$ cat src/rtl/rom_lookup_pkg.sv
// Shared definitions for the lookup ROM and its requesters.
package rom_lookup_pkg;

  // Read latency of the lookup ROM instance, in clocks.
  localparam int ROM_LAT_DEFAULT = 2;

  // Default field widths of a ROM response.
  localparam int RSP_DATB = 11;
  localparam int RSP_TAGB = 8;

  // One ROM response as seen by a requester.
  typedef struct packed {
    logic [RSP_DATB-1:0] data;
    logic [RSP_TAGB-1:0] tag;
  } rom_rsp_t;

endpackage

$ cat src/rtl/rom_rsp_fifo.sv
// Generic synchronous first-word-fall-through FIFO built from registers,
// with an occupancy counter kept separately from the pointers.
module rom_rsp_fifo #(
  parameter int WIDTH = 19,
  parameter int DEPTH = 4
) (
  input  logic                     clka,
  input  logic                     rst,
  input  logic                     wr_en,
  input  logic [WIDTH-1:0]         wr_data,
  input  logic                     rd_en,
  output logic [WIDTH-1:0]         rd_data,
  output logic [$clog2(DEPTH):0]   count
);

  localparam int PTRW = $clog2(DEPTH);
  localparam int CNTW = PTRW + 1;

  logic [WIDTH-1:0] mem [DEPTH];
  logic [PTRW-1:0]  wr_ptr;
  logic [PTRW-1:0]  rd_ptr;
  logic             rd_fire;

  // A pop on an empty FIFO is ignored.
  assign rd_fire = rd_en && (count != '0);

  // Head entry falls through straight from storage.
  assign rd_data = mem[rd_ptr];

  // Storage, pointers and occupancy update.
  always_ff @(posedge clka or posedge rst) begin
    if (rst) begin
      wr_ptr <= '0;
      rd_ptr <= '0;
      count  <= '0;
      // NOTE: storage is reset on purpose so the head reads zero after reset;
      // a large RAM-style FIFO would normally leave its array unreset.
      for (int i = 0; i < DEPTH; i++) mem[i] <= '0;
    end else begin
      // NOTE: non-blocking assignments here let every register sample the
      // pre-edge values, so pointer and count updates never see each other.
      if (wr_en) begin
        mem[wr_ptr] <= wr_data;
        wr_ptr      <= wr_ptr + PTRW'(1);
      end
      if (rd_fire) rd_ptr <= rd_ptr + PTRW'(1);
      case ({wr_en, rd_fire})
        2'b10:   count <= count + CNTW'(1);
        2'b01:   count <= count - CNTW'(1);
        default: count <= count;
      endcase
    end
  end

  // Upstream flow control must never write into a full FIFO.
  a_no_overflow : assert property (@(posedge clka) disable iff (rst)
    !(wr_en && (count == CNTW'(DEPTH))));

endmodule

$ cat src/rtl/rom_lookup_ctrl.sv
// Request/response front end for the 2-cycle synchronous lookup ROM:
// credit-based request acceptance, latency-matched valid/tag pipe and
// a small response FIFO so the consumer can backpressure.
module rom_lookup_ctrl
  import rom_lookup_pkg::*;
#(
  parameter int MXADRB     = 9,
  parameter int MXDATB     = 11,
  parameter int TAGB       = 8,
  parameter int ROM_LAT    = ROM_LAT_DEFAULT,
  parameter int FIFO_DEPTH = 4
) (
  input  logic                          clka,
  input  logic                          rst,
  input  logic                          req_valid,
  output logic                          req_ready,
  input  logic [MXADRB-1:0]             req_addr,
  input  logic [TAGB-1:0]               req_tag,
  output logic                          rom_ena,
  output logic [MXADRB-1:0]             rom_addra,
  input  logic [MXDATB-1:0]             rom_douta,
  output logic                          rsp_valid,
  input  logic                          rsp_ready,
  output logic [MXDATB-1:0]             rsp_data,
  output logic [TAGB-1:0]               rsp_tag,
  output logic [$clog2(FIFO_DEPTH):0]   fifo_count
);

  localparam int CNTW = $clog2(FIFO_DEPTH) + 1;

  logic                accept;
  logic [ROM_LAT-1:0]  vld_pipe;
  logic [TAGB-1:0]     tag_pipe [ROM_LAT];
  logic [CNTW:0]       inflight;
  logic [CNTW:0]       credit_used;

  // Count lookups issued to the ROM whose data has not yet reached the FIFO.
  always_comb begin
    // NOTE: assigning a default before the loop keeps this purely
    // combinational; a path that skips the assignment would infer a latch.
    inflight = '0;
    for (int k = 0; k < ROM_LAT; k++) inflight += {{CNTW{1'b0}}, vld_pipe[k]};
  end

  // Credits come from registered state only, so a pop frees a slot one
  // cycle later and there is no path from req_valid or rsp_ready.
  assign credit_used = {1'b0, fifo_count} + inflight;
  assign req_ready   = !rst && (credit_used < (CNTW + 1)'(FIFO_DEPTH));

  assign accept    = req_valid && req_ready;
  assign rom_ena   = accept;
  assign rom_addra = req_addr;

  // Valid/tag pipe tracking the ROM read latency; reset masks stale ROM data.
  always_ff @(posedge clka or posedge rst) begin
    if (rst) begin
      vld_pipe <= '0;
      for (int k = 0; k < ROM_LAT; k++) tag_pipe[k] <= '0;
    end else begin
      vld_pipe[0] <= accept;
      tag_pipe[0] <= req_tag;
      for (int k = 1; k < ROM_LAT; k++) begin
        vld_pipe[k] <= vld_pipe[k-1];
        tag_pipe[k] <= tag_pipe[k-1];
      end
    end
  end

  // Response buffer; the last pipe stage writes ROM data paired with its tag.
  rom_rsp_fifo #(
    .WIDTH (MXDATB + TAGB),
    .DEPTH (FIFO_DEPTH)
  ) u_rsp_fifo (
    .clka    (clka),
    .rst     (rst),
    .wr_en   (vld_pipe[ROM_LAT-1]),
    .wr_data ({rom_douta, tag_pipe[ROM_LAT-1]}),
    .rd_en   (rsp_ready),
    .rd_data ({rsp_data, rsp_tag}),
    .count   (fifo_count)
  );

  assign rsp_valid = (fifo_count != '0);

endmodule
$ cat config.mk
export PLATFORM = sky130hd
export DESIGN_NAME = rom_lookup_ctrl
export DESIGN_NICKNAME = d
export VERILOG_FILES = /design/src/rtl/rom_lookup_pkg.sv /design/src/rtl/rom_rsp_fifo.sv /design/src/rtl/rom_lookup_ctrl.sv
export SDC_FILE = /design/constraint.sdc
export NUM_CORES = 1
export LEC_CHECK = 0
export BUFFER_PORTS_ARGS = -buffer_cell sky130_fd_sc_hd__buf_2
export CORE_UTILIZATION = 50
export DETAILED_ROUTE_END_ITERATION = 10
export GPL_TIMING_DRIVEN = 0
export PLACE_DENSITY = 0.71
export SLEW_MARGIN = 15
export SYNTH_ARGS = -nofsm -noshare
export SYNTH_HDL_FRONTEND = slang
export SYNTH_HIERARCHICAL = 1
export SYNTH_SLANG_ARGS = --single-unit
$ cat constraint.sdc
create_clock -name clka -period 3.6 [get_ports clka]
set_input_delay 0.72 -clock clka [delete_from_list [all_inputs] [get_ports clka]]
set_output_delay 0.72 -clock clka [all_outputs]
set_load 0.02 [all_outputs]
# After elaboration in Yosys (flattened, before gate mapping)
# Cells that the tools add are included.
[word_totals] register_bits=101 inputBits=32 out_inout_bits=34 wordCells=38
[classes] n_addsub=6 magnitude_cmp=4 n_eq_ne=2 n_mux=7 n_bitwise=2 n_reduce_logical=7
[ops] cell="76-bit bitwise mux" count=1
[ops] cell="19-bit two-way mux" count=3
[ops] cell="19-bit binary-select mux with 2-bit select" count=1
[ops] cell="19-bit demux with 2-bit select" count=1
[ops] cell="3-bit >= comparator (second input constant)" count=2
[ops] cell="2-bit inverter with 3-bit output" count=2
[ops] cell="3-bit case mux with 2 select lines" count=1
[ops] cell="2-bit by 1-bit adder with 2-bit output (second input constant)" count=2
[ops] cell="3-bit by 2-bit adder with 4-bit output" count=1
[ops] cell="1-bit logical AND" count=4
[ops] cell="4-bit by 3-bit < comparator with 1-bit output (second input constant)" count=1
[ops] cell="3-bit by 1-bit adder with 3-bit output (second input constant)" count=1
[ops] cell="3-bit by 1-bit < comparator with 1-bit output (second input constant)" count=1
[ops] cell="3-bit nonzero test" count=1
[ops] cell="3-bit by 1-bit subtractor with 3-bit output (second input constant)" count=1
[ops] cell="1-bit by 1-bit adder with 2-bit output" count=1
[ops] cell="2-bit by 1-bit equality test with 1-bit output (second input constant)" count=1
[ops] cell="2-bit equality test (second input constant)" count=1
[ops] cell="2-bit nonzero test" count=1
[ops] cell="1-bit zero test" count=1

# Longest topological paths before layout
[logic_depth] depth_word=6 mapped_depth=8 depth_no_buf=7

# Cells and area by module
# Netlist, hierarchy kept.
[by_module_without_submodules] module="rom_rsp_fifo" instances=1 cells_per_inst=216 area_per_inst_um2=3925.0 seq_area_each_um2=2077.0
[by_module_without_submodules] module="rom_lookup_ctrl" instances=1 cells_per_inst=34 area_per_inst_um2=586.8 seq_area_each_um2=450.4

# Worst setup path before layout
# OpenSTA, ideal clock, no wires.
[synth_path] kind="register -> output" from="reg u_rsp_fifo.count[0]" to="out req_ready" arrival_ns=1.579 required_time_ns=2.880 slack_ns=1.301 path_stages_with_launch=4 n_path_buf=0 cell_sequence="dfrtp_1 ha_1 a21o_1 a211oi_1"
[synth_via] elab_chain_cells=3
[synth_rtl] element="from (decl)" line_no="rom_rsp_fifo.sv:13" rtl="output logic [$clog2(DEPTH):0] count"
[synth_rtl] element="from (signal assigned)" line_no="rom_rsp_fifo.sv:48" rtl="2'b10: count <= count + CNTW'(1);"
[synth_rtl] element="from (signal assigned)" line_no="rom_rsp_fifo.sv:49" rtl="2'b01: count <= count - CNTW'(1);"
[synth_rtl] element="from (signal assigned)" line_no="rom_rsp_fifo.sv:50" rtl="default: count <= count;"
[synth_rtl] element="3-bit by 2-bit adder with 4-bit output" line_no="rom_lookup_ctrl.sv:47" rtl="assign credit_used = {1'b0, fifo_count} + inflight;"
[synth_rtl] element="4-bit by 3-bit < comparator with 1-bit output" line_no="rom_lookup_ctrl.sv:48" rtl="assign req_ready = !rst && (credit_used < (CNTW + 1)'(FIFO_DEPTH));"
[synth_rtl] element="1-bit logical AND" line_no="rom_lookup_ctrl.sv:48"
[synth_rtl] element="to (decl)" line_no="rom_lookup_ctrl.sv:16" rtl="output logic req_ready,"
# Every way passes these cells.

# Worst setup path in the final report
[layout_path] from="reg u_rsp_fifo.count[0]" to="out rom_ena"
[layout_via] elab_chain_cells=4
[layout_rtl] element="3-bit by 2-bit adder with 4-bit output" line_no="rom_lookup_ctrl.sv:47"
[layout_rtl] element="4-bit by 3-bit < comparator with 1-bit output" line_no="rom_lookup_ctrl.sv:48"
[layout_rtl] element="1-bit logical AND" line_no="rom_lookup_ctrl.sv:48"
[layout_rtl] element="1-bit logical AND" line_no="rom_lookup_ctrl.sv:50" rtl="assign accept = req_valid && req_ready;"
[layout_rtl] element="to (decl)" line_no="rom_lookup_ctrl.sv:19" rtl="output logic rom_ena,"
# Every way passes these cells.

==> key figures <==
Pwr
  • Pwr Density: 879 nW/um^2
  • Leakage power: 2.47 nW
  • Peak supply drop: 0.443 mV

Logic synthesis
  • Synthesis-stage register bit count: 101
  • Count leader, synth: dfrtp_1
  • Syn nets: 289
  • Synth area leader: dfrtp_1
  • Largest cells by area after synthesis: dfrtp_1, mux2_4, mux2_2
  • Syn avg cell area: 18.0 um^2
  • EDFF count, synth: 0
  • Post-synth top flop: dfrtp_1
  • Mapped Cells: 250
  • Top post-synthesis cells by count: dfrtp_1, mux2_4, mux2_2, mux4_2
  • Ys async rst share: 1.00
  • Mapped cell area: 4510 um^2
  • Yosys cell types: 25
  • Yosys warns: 6
  • Seq/Total Area, Yosys: 0.560
  • Yosys top cell area share: 0.560

Final layout
  • Layout area overhead: 13.6%
  • Area of the multi-input gates: 1760 um^2
  • Fin cells: 431
  • Diode count: 0
  • Fin nets: 357
  • Area taken by flip-flops and latches: 2530 um^2
  • Share of cells above drive strength 1: 0.570
  • # fillers: 664
  • Fin area: 5130 um^2

CTS
  • Total CTS buffers: 9
  • Post-CTS sizing: 0
  • CTS tree: done
  • CTS sink cnt: 101
  • H-tree depth: 3
  • CTS root buffer: clkbuf_8
  • # hold bufs at CTS: 0
  • Clk buf depth: 2
  • Clock Latency Late Sink: 0.36 ns
  • Setup bufs post-CTS: 0
  • Clk slew on worst S/H paths: 0.09 ns

Floorplan
  • DIE WIDTH: 97.0 um
  • Initial core utilization: 0.517
  • Chip height: 97.0 um
  • Die area: 9410 um^2
  • Placeable Area: 8720 um^2
  • # IOs: 66
  • Cell Rows: 34

Placement
  • Port Buffers: 56
  • Post-DP Area: 4960 um^2
  • DP Wirelength: 4750 um
  • Placer Congestion: 0.725
  • Post-Place Cells: 415

Detailed routing
  • Vias: 2232
  • Post-DRT Antenna Nets: 0
  • Initial DRC count: 84
  • Routed wire per std cell: 16.9 um
  • Drt pass-1 iters: 4
  • Total Wirelength: 7300 um
  • Vias per inst: 5.18
  • DRC viols: 0

Run
  • Max-cap viol count: 0

Global route
  • GRT Util Overall: 0.174
  • First-pass GRT wire length: 12600 um
  • Initial antenna violation count: 0
  • Vias in the first global route: 2451
  • Global route total overflow: 0
  • Largest net degree at the start of global routing: 63

Worst setup path
  • Bufs and invs on worst path: 1
  • Worst EP arrival: 1.91 ns
  • CP top delay family: compound AO/OA/AOI/OAI gates
  • Worst R2R Setup Slack: 1.72 ns
  • Critical-path top delay cell: dfrtp_1
  • Crit Path Class: flip-flop to primary output
  • CP peak stage delay: 0.46 ns
  • Worst EP required: 2.88 ns
  • RR Startpoint: u_rsp_fifo/count[1]
  • Worst-path cell chain: ha_1, a21o_1, a2111oi_4, buf_2
  • CP Max Fanout: 6
  • CP Capture Type: primary output
  • Path depth of the worst reg2reg path: 7
  • CP startpoint kind: flip-flop
  • Worst R2R End: u_rsp_fifo/count[2]

Status
  • Status: finished, final reports clean

Timing
  • Max Freq: 381 MHz
  • Worst-Margin Slew: 0.719 ns
  • Final period util: 0.730
  • Clock Skew: 0.00650 ns
  • Final setup vio count: 0
  • Fin Hold WS: 0.352 ns
  • RSZ-0062 raised after global routing: no
  • Endpoints failing hold: 0
  • Post-layout minimum cycle time: 2.63 ns
  • Setup TNS Final: 0 ns
  • Pins over their slew limit: 0
  • Relative slew margins: 0.520

Min path
  • Worst min-delay path class: input port to asynchronous set/reset pin
-- kinds of logic after synthesis --
kind of cell,synth area share
flops,0.560
mux,0.323
buf+inv,0.0496
simple gates,0.0216
fa+ha+maj,0.0211
xor+xnor,0.0116
compound gates,0.0125
-- worst max-delay path by stage --
stage | start | endpoint | slack, ns | depth (start not counted)
final | u_rsp_fifo/count[0] | rom_ena | 0.97 | 4
after floorplan | rst | u_rsp_fifo/count[0] | 0.74 | 1
after CTS | u_rsp_fifo/count[0] | rom_ena | 0.95 | 4
after detailed placement | u_rsp_fifo/count[0] | rom_ena | 1.37 | 4
after global routing | u_rsp_fifo/count[0] | rom_ena | 0.87 | 4
after global placement | rst | u_rsp_fifo/mem[40] | -0.29 | 2
-- metal layers --
| metal | wire (um) | global-route usage | part of all wire | vias to the layer above |
|---|---|---|---|---|
| met2 | 3460 | 0.267 | 0.47 | 53 |
| met5 | 0 | 0 | 0 | - |
| met1 | 3430 | 0.241 | 0.47 | 1143 |
| met4 | 95 | 0.0586 | 0.013 | 0 |
| li1 | - | - | - | 1027 |
| met3 | 314 | 0.0470 | 0.043 | 9 |
-- per-stage QoR --
stage	util	setup slack, ns	total power [W]
after global routing	0.588	0.866	0.00479
after global placement	0.565	-0.293	0.00385
after floorplan	-	0.743	0.00342
after CTS	0.588	0.948	0.00456
final	0.588	0.973	0.00451
after detailed placement	0.568	1.37	0.00391
-- sequential cells by signal, summed over array words and instances (netlist names) --
register and flops:
u_rsp_fifo/count 3, u_rsp_fifo/wr_ptr 2, u_rsp_fifo/mem 76, tag_pipe 16, u_rsp_fifo/rd_ptr 2, vld_pipe 2
-- power by group --
part | internal [W] | total, W | switching (W)
logic | 0.00110 | 0.00198 | 0.000876
clock network | 0.000272 | 0.000642 | 0.000370
registers | 0.00161 | 0.00189 | 0.000274
total | 0.00299 | 0.00451 | 0.00152
-- cells in the final DEF, fill, tap and decap left out, types with 3 or more instances in the layout --
cell type,count
buf_12,4
buf_2,57
buf_4,9
buf_6,3
clkbuf_1,4
clkbuf_8,10
dfrtp_1,101
ha_1,6
inv_1,8
mux2_2,36
mux2_4,40
mux4_1,4
mux4_2,15
nand2_8,4
xor2_1,4
-- layout make-up --
class	instances	share of cell area
Buffer	18	0.0371
Clock buffer	13	0.0290
Inverter	9	0.00708
Multi-Input combinational cell	122	0.343
Timing Repair Buffer	57	0.0600
Clock inverter	3	0.00415
Tap cell	108	0.0264
Sequential cell	101	0.493
No activity file was read; power rests on OpenSTA's default activity.
